==> src/rtl/swicth_conf_control_gen.sv <==
// rtl/swicth_conf_control_gen.sv - per-thread switch configuration memory with PC sequencing and output pipe
//
// Purpose:
//   Holds one configuration word per (thread, pc) pair. The block steps
//   round-robin through the threads. On each step it reads the current word of
//   the selected thread and advances that thread's program counter. The word
//   read is then delayed through a fixed-depth output pipe. After reset an INIT
//   sweep clears the memory. Configuration commands are accepted only once the
//   sweep has finished.
//
// Ports:
//   clk                 rising-edge clock
//   rst                 asynchronous active-high reset
//   en_pc_net           step enable (thread counter, PC, memory read, output pipe)
//   conf_valid          command valid
//   conf_ready          command accepted (high in RUN only)
//   conf_cmd            0 write word, 1 set pc_max, 2 set pc_loop, 3 set active
//   conf_thread         target thread
//   conf_addr           target word address for cmd 0
//   conf_data           command payload
//   swicth_conf_out     pipelined configuration word (zero for inactive threads)
//   swicth_conf_thread  thread index aligned with swicth_conf_out
//   swicth_id           constant SWICTH_NUMBER

module swicth_conf_control_gen #(
  parameter int SWICTH_NUMBER = 0,
  parameter int STAGE         = 1,
  parameter int CONF_WIDTH    = 24,
  parameter int NUM_THREADS   = 8,
  parameter int PC_WIDTH      = 1
) (
  input  logic                           clk,
  input  logic                           rst,
  input  logic                           en_pc_net,
  input  logic                           conf_valid,
  output logic                           conf_ready,
  input  logic [1:0]                     conf_cmd,
  input  logic [$clog2(NUM_THREADS)-1:0] conf_thread,
  input  logic [PC_WIDTH-1:0]            conf_addr,
  input  logic [CONF_WIDTH-1:0]          conf_data,
  output logic [CONF_WIDTH-1:0]          swicth_conf_out,
  output logic [$clog2(NUM_THREADS)-1:0] swicth_conf_thread,
  output logic [15:0]                    swicth_id
);

  localparam int TW    = $clog2(NUM_THREADS);
  localparam int AW    = TW + PC_WIDTH;
  localparam int DEPTH = NUM_THREADS << PC_WIDTH;
  localparam int NPIPE = STAGE + 3;

  typedef enum logic {
    ST_INIT = 1'b0,
    ST_RUN  = 1'b1
  } state_t;

  // Control state
  state_t                 state_q;
  logic [AW-1:0]          init_addr_q;
  logic                   conf_ready_q;

  // Thread sequencing state
  logic [TW-1:0]          tidx_q;
  logic [PC_WIDTH-1:0]    pc_q      [NUM_THREADS];
  logic [PC_WIDTH-1:0]    pc_max_q  [NUM_THREADS];
  logic [PC_WIDTH-1:0]    pc_loop_q [NUM_THREADS];
  logic [NUM_THREADS-1:0] active_q;

  // Configuration memory (not reset; cleared by the INIT sweep)
  logic [CONF_WIDTH-1:0]  mem_q [DEPTH];

  // Read register and output pipe
  logic [CONF_WIDTH-1:0]  rd_data_q;
  logic                   rd_active_q;
  logic [TW-1:0]          rd_tidx_q;
  logic [CONF_WIDTH-1:0]  pipe_data_q   [NPIPE];
  logic                   pipe_active_q [NPIPE];
  logic [TW-1:0]          pipe_tidx_q   [NPIPE];

  // Combinational helpers
  logic                   step;
  logic                   cmd_fire;
  logic [PC_WIDTH-1:0]    pc_cur;
  logic [PC_WIDTH-1:0]    pc_next_d;
  logic [AW-1:0]          rd_addr;
  logic [AW-1:0]          wr_addr;

  assign step     = en_pc_net & (state_q == ST_RUN);
  assign cmd_fire = conf_valid & conf_ready_q;
  assign pc_cur   = pc_q[tidx_q];
  assign rd_addr  = {tidx_q, pc_cur};
  assign wr_addr  = {conf_thread, conf_addr};

  // The loop check takes priority over the increment. This lets pc_max equal
  // the all-ones value and still loop back without wrapping through zero first.
  always_comb begin
    pc_next_d = pc_cur + 1'b1;
    if (pc_cur == pc_max_q[tidx_q]) begin
      pc_next_d = pc_loop_q[tidx_q];
    end
  end

  // INIT/RUN sequencer. conf_ready is registered and rises together with RUN.
  always_ff @(posedge clk or posedge rst) begin
    if (rst) begin
      state_q      <= ST_INIT;
      init_addr_q  <= '0;
      conf_ready_q <= 1'b0;
    end else begin
      case (state_q)
        ST_INIT: begin
          init_addr_q <= init_addr_q + 1'b1;
          if (init_addr_q == AW'(DEPTH - 1)) begin
            state_q      <= ST_RUN;
            conf_ready_q <= 1'b1;
          end
        end
        ST_RUN: begin
          state_q      <= ST_RUN;
          conf_ready_q <= 1'b1;
        end
        default: begin
          state_q      <= ST_INIT;
          conf_ready_q <= 1'b0;
        end
      endcase
    end
  end

  // Memory write port. While rst is held, state_q is INIT, so the sweep
  // restarts from address 0 when reset is released.
  always_ff @(posedge clk) begin
    if (state_q == ST_INIT) begin
      mem_q[init_addr_q] <= '0;
    end else if (cmd_fire && (conf_cmd == 2'd0)) begin
      mem_q[wr_addr] <= conf_data;
    end
  end

  // Step datapath and command registers. All updates in this block are
  // non-blocking. A same-cycle command therefore cannot affect the step that
  // uses the old pc_max/pc_loop/active values.
  always_ff @(posedge clk or posedge rst) begin
    if (rst) begin
      tidx_q      <= '0;
      active_q    <= '1;
      rd_data_q   <= '0;
      rd_active_q <= 1'b0;
      rd_tidx_q   <= '0;
      for (int i = 0; i < NUM_THREADS; i++) begin
        pc_q[i]      <= '0;
        pc_max_q[i]  <= '0;
        pc_loop_q[i] <= '0;
      end
      for (int i = 0; i < NPIPE; i++) begin
        pipe_data_q[i]   <= '0;
        pipe_active_q[i] <= 1'b0;
        pipe_tidx_q[i]   <= '0;
      end
    end else begin
      if (step) begin
        tidx_q <= tidx_q + 1'b1;
        if (active_q[tidx_q]) begin
          pc_q[tidx_q] <= pc_next_d;
        end
        // A same-cycle write to rd_addr lands after this read, so the old word is returned.
        rd_data_q   <= mem_q[rd_addr];
        rd_active_q <= active_q[tidx_q];
        rd_tidx_q   <= tidx_q;

        pipe_data_q[0]   <= rd_data_q;
        pipe_active_q[0] <= rd_active_q;
        pipe_tidx_q[0]   <= rd_tidx_q;
        for (int i = 1; i < NPIPE; i++) begin
          pipe_data_q[i]   <= pipe_data_q[i-1];
          pipe_active_q[i] <= pipe_active_q[i-1];
          pipe_tidx_q[i]   <= pipe_tidx_q[i-1];
        end
      end

      if (cmd_fire) begin
        case (conf_cmd)
          2'd1:    pc_max_q[conf_thread]  <= conf_data[PC_WIDTH-1:0];
          2'd2:    pc_loop_q[conf_thread] <= conf_data[PC_WIDTH-1:0];
          2'd3:    active_q[conf_thread]  <= conf_data[0];
          default: ;
        endcase
      end
    end
  end

  // The active flag travels with the word. The output is masked to zero for
  // inactive threads, while the thread index still passes through.
  assign swicth_conf_out    = pipe_active_q[NPIPE-1] ? pipe_data_q[NPIPE-1] : '0;
  assign swicth_conf_thread = pipe_tidx_q[NPIPE-1];
  assign conf_ready         = conf_ready_q;
  assign swicth_id          = 16'(SWICTH_NUMBER);

endmodule

==> config.mk <==
export PLATFORM = sky130hd
export DESIGN_NAME = swicth_conf_control_gen
export DESIGN_NICKNAME = d
export VERILOG_FILES = /design/src/rtl/swicth_conf_control_gen.sv
export SDC_FILE = /design/constraint.sdc
export NUM_CORES = 1
export LEC_CHECK = 0
export ABC_AREA = 1
export BUFFER_PORTS_ARGS = -buffer_cell sky130_fd_sc_hd__buf_2
export CAP_MARGIN = 20
export CORE_MARGIN = 8
export CORE_UTILIZATION = 52
export DETAILED_ROUTE_END_ITERATION = 6
export PLACE_DENSITY = 0.72
export SLEW_MARGIN = 5
export SYNTH_ARGS = -nofsm -noshare
export SYNTH_HDL_FRONTEND = slang
export SYNTH_SLANG_ARGS = --single-unit
==> constraint.sdc <==
create_clock -name clk -period 5.5 [get_ports clk]
set_input_delay 0 -clock clk [delete_from_list [all_inputs] [get_ports clk]]
set_output_delay 0 -clock clk [all_outputs]
set_load 0.05 [all_outputs]
# Word-level counts from Yosys, hierarchy flattened

Memories as Yosys holds them, arrays and structs flattened. A register that Yosys moved wholly into a read port is not among the register bits.
Cells that the tools add are included.

Register bits after elaboration: 157
Memory bits (writable): 384
Bits of input ports: 34
Output and inout bits: 44
Logic and storage cells: 109
Memories: 1

Memory list:

| name  | depth | width | read ports | clocked after memory_dff | write ports | line | text |
|---|---|---|---|---|---|---|---|
| mem_q | 16    | 24    | 1          | 1                        | 1           | 69   | `logic [CONF_WIDTH-1:0] mem_q [DEPTH];` |

$add $sub $neg: 3
$lt $le $gt $ge: 7
Equality and inequality tests: 6
Muxes and demuxes: 34
Bitwise logic cells: 5
Reductions and logical operators: 10

Operators with widths:

| operator              | number |
|---|---|
| $mux W24              | 2 |
| $bwmux W8             | 4 |
| $reduce_or A24 Y1     | 1 |
| $mux W1               | 18 |
| $bmux W1 S3           | 4 |
| $demux W1 S3          | 3 |
| $ge A4 B4 Y1 const B  | 2 |
| $lt A3 B4 Y1 const B  | 2 |
| $lt A4 B1 Y1 const B  | 2 |
| $not A3 Y4            | 2 |
| $reduce_and A2 Y1     | 4 |
| $add A4 B1 Y4 const B | 1 |
| $eq A2 B2 Y1 const B  | 2 |
| $eq A4 B4 Y1 const B  | 1 |
| $logic_and A1 B1 Y1   | 4 |
| $mux W4               | 1 |
| $pmux W1 S2           | 2 |
| $add A3 B1 Y3 const B | 1 |
| $ge A3 B1 Y1 const B  | 1 |
| $and A1 B1 Y1         | 2 |
| $eq A2 B1 Y1 const B  | 1 |
| $logic_not A2 Y1      | 1 |
| $ne A2 B2 Y1 const B  | 1 |
| $add A1 B1 Y1 const B | 1 |
| 2 further kinds       | 2 |

# Depth between registers and ports, before layout

Depth in word-level cells: 7
Mapped depth: 18
Depth with buffers taken out: 15

# Worst setup path after synthesis

OpenSTA, ideal clock, no wires.

Kind: register to register
From: register conf_ready_q, in the netlist conf_ready
To: memory mem_q[7][0], enable pin
Setup time: 0.405 ns
Data arrival time: 2.667 ns
Required time: 5.095 ns
Slack: 2.428 ns
Stages on the path, launching flop included: 8
Path buffers: 1
Period minus slack after synthesis: 3.072 ns
Cells stage by stage: dfrtp_1 nand2_1 inv_1 nand3_1 clkbuf_1 o21ai_0 nand2_1 nor2_1

Longest elaborated chain between the ends: 7
Elaborated cells between the ends (all ways): 8
Classes of those cells: 5 x mux; 1 x bitwise; 2 x reduce/logical

RTL lines:

| item                                                | line | text |
|---|---|---|
| from (decl)                                         | 59   | `logic conf_ready_q;` |
| from (signal assigned)                              | 107  | `conf_ready_q <= 1'b0;` |
| from (signal assigned)                              | 114  | `conf_ready_q <= 1'b1;` |
| from (signal assigned)                              | 119  | `conf_ready_q <= 1'b1;` |
| $and A1 B1 Y1 (*)                                   | 88   | `assign cmd_fire = conf_valid & conf_ready_q;` |
| $logic_and A1 B1 Y1 (*)                             | 134  | `end else if (cmd_fire && (conf_cmd == 2'd0)) begin` |
| $mux W1 (*)                                         | 134  |  |
| $mux W1 (*)                                         | 132  | `if (state_q == ST_INIT) begin` |
| $mux W1 (not written as such) (*)                   | 135  | `mem_q[wr_addr] <= conf_data;` |
| $reduce_or A24 Y1 (no source line)                  | -    |  |
| $mux W4 (no source line) or $mux W1 (tied branches) | -    |  |
| to (decl)                                           | 69   |  |

Every way passes the cells marked *; elsewhere a longest branch is shown, timed or not.

# Worst setup path in the final report

From: register conf_ready_q, in the netlist conf_ready
To: memory mem_q[10][20], enable pin

The elaborated chain is that of the path after synthesis.

==> impl_results.md <==
* Status: finished clean
* Maximum vdd drop at about 0.00055 V
* MaxCap Viol Count at 0
* Leakage Power at 12.02 nW
* Core footprint at 44320 sq um
* Largest net degree at the start of global routing at 120
* Critical path class: flop to flop
* CTS Buffer Depth at 3
* Min Tclk post-route at 3.914 ns
* Share of cells above drive strength 1 at 0.09046
* Reg2reg path depth at 7
* Detailed Routing Iterations Pass 1 at 7
* Hpwl dp at 32470 um
* Die span in x at 228.2 um
* Mean Syn Cell Area at around 10 sq um
* Global Route Usage Sum at 0.2142
* Worst hold slack at 0.01731 ns
* Vias per cell at 5.382
* Setup violations, final at 0
* DRC viols at 0
* Vias in the first global route at 16010
* Port Buf Inserts at 61
* Worst Skew at 0.01569 ns
* Setup tns final at 0 ns
* F_max at 255.5 MHz
* Synth warnings at 0
* Setup ws final at 1.586 ns
* CTS Root Cell: clkbuf_16
* Reg2reg start: conf_ready
* Slew headroom at 0.2445
* First-pass GRT wire length at 88710 um
* DR vias at 16390
* CTS tree: built
* Final instance area at 26380 sq um
* Crit-path max FO at 32
* EDFF count, synth at 384
* Seq/Total Area, Yosys at 0.6864
* RSZ-0062 raised after global routing: false
* Clk slew on worst S/H paths at around 0.060 ns
* Die H at 228.2 um
* Worst setup path start: conf_ready
* Number of distinct library cells after synthesis at 32
* Crit end category: flop
* Clk_lat worst skew at 0.62 ns
* Final ANT Viol Nets at 0
* Commonest non-fill, non-tap cell in the layout: nand2_1
* Initial DRC Count at roughly 1900
* Area after DPL at 24230 sq um
* Total CTS buffers at 57
* Final Power at 12.56 mW
* GPL Wtd Cong at 0.8169
* Final wirelength at approximately 57000 um
* Area of the mapped netlist at 23410 sq um
* Critical Path AT at 4.21 ns
* Final Hold Vio Count at 0
* Clock sinks at between 500 and 600
* Worst min path class: input pin to flop
* P per Cell Area at 476.0 nW/um^2
* R2r setup slk at 1.59 ns
* Top Ports at 78
* Ys flop type: edfxtp_1
* DP Cell Count at ~2900
* Drt wl/cell at about 19 um
* Initial core utilization at 0.5283
* # H-tree levels at 2
* Final Max Slew Viols at 0
* Die area at 52070 sq um
* Startpoint Class: flop
* Synth Register Bits at about 570
* Slew @ Worst Pin at 1.129 ns
* ANT cells at 0
* Area grow syn2layout at 12.69%
* Worst R2R End: mem_q[10][20]
* CP Capture Point: mem_q[10][20]
* Final Cycle Share at 0.7116
* Async SR Flop Fraction at 0.3204
* Layout Utilization at 0.5953
* Initial antenna violation count at 0
* Worst endpoint required time at 5.79 ns
* # rows at 77
* Fin cells at 3046
* Nets at 2445
* Gr ovfl total at 0
* Synthesized netlist cell count at 2332
* Most frequent cells in the layout: 885 x nand2_1, 384 x edfxtp_1, 198 x nor2_1
* Placement Setup Slack at 1.703 ns
final cells by class:
class	instances	area [sq um]
multi-input cells	1457	6090
clock buffers	81	1599
well taps	592	740.7
flip-flops and latches	565	16070
clock inverters	24	178.9
fillers	3678	17930
inverters	195	742.0
repair buffers	132	960.9
state kept, by name (all words and copies together) (netlist names):
name,count
active_q,8
conf_ready,1
init_addr_q,4
mem_q,384
pc_loop_q,8
pc_max_q,8
pc_q,8
pipe_active_q,4
pipe_data_q,96
pipe_tidx_q,9
rd_active_q,1
rd_data_q,24
rd_tidx_q,3
state_q,1
swicth_conf_thread,3
tidx_q,3
cell families (layout without fill, tap and decap cells):
logic type | Yosys count | in the layout | synth area share
fa+ha+maj | 3 | 3 | 0.001603
compound gates | 190 | 190 | 0.04265
simple gates | 1243 | 1243 | 0.2077
other cells | 1 | 16 | 0.0001602
flops | 565 | 565 | 0.6864
buf+inv | 325 | 432 | 0.05959
xor+xnor | 5 | 5 | 0.001870
how the worst min path moves through the flow:
stage	cells past startpoint	to	startpoint
6_report	4	mem_q[2][18]	conf_data[18]
2_1_floorplan	2	pc_max_q[3]	conf_data[0]
3_5_place_dp	2	pipe_tidx_q[5]	rst
5_1_grt	4	mem_q[4][18]	conf_data[18]
3_3_place_gp	2	pipe_data_q[43]	rst
4_1_cts	6	active_q[3]	conf_valid
cells in the mapped netlist (all sizes together), types with 4 or more instances:
cell | number | area share
xor2 | 4 | 0.0015
a31oi | 24 | 0.0064
dfrtp | 173 | 0.18
buf | 68 | 0.018
dfstp | 8 | 0.0090
a21oi | 26 | 0.0056
nor3 | 12 | 0.0026
clkbuf | 62 | 0.0099
nand3 | 120 | 0.026
nand2 | 887 | 0.14
nor2 | 219 | 0.036
nand4 | 4 | 0.0011
edfxtp | 384 | 0.49
o21ai | 134 | 0.029
inv | 194 | 0.031
routing by layer:
metal	vias up	global-route usage	part of all wire
li1	7672	-	-
met1	7814	0.2874	0.41
met2	785	0.3476	0.47
met3	123	0.03822	0.092
met4	0	0.08021	0.032
met5	-	0	0
power breakdown:
group	internal (mW)	switching (mW)
Sequential	4.96	0.272
Clock	2.11	1.59
Combinational	0.919	2.70
worst max-delay path: stages, from the launching register on:
cell     delay, ns
dfrtp_1       0.38
nand2_1       0.11
inv_1         0.10
nand3_2       0.71
o21ai_0       0.69
nand2_1       0.29
nor2_2        0.86
buf_4         0.42
repair_timing:
item	4_1_cts	5_1_grt
gates resized for setup	0	0
endpoints found under the hold margin	304	51
setup buffers	0	0
hold buffers	23	7
Power figures use the tool's default switching activity.
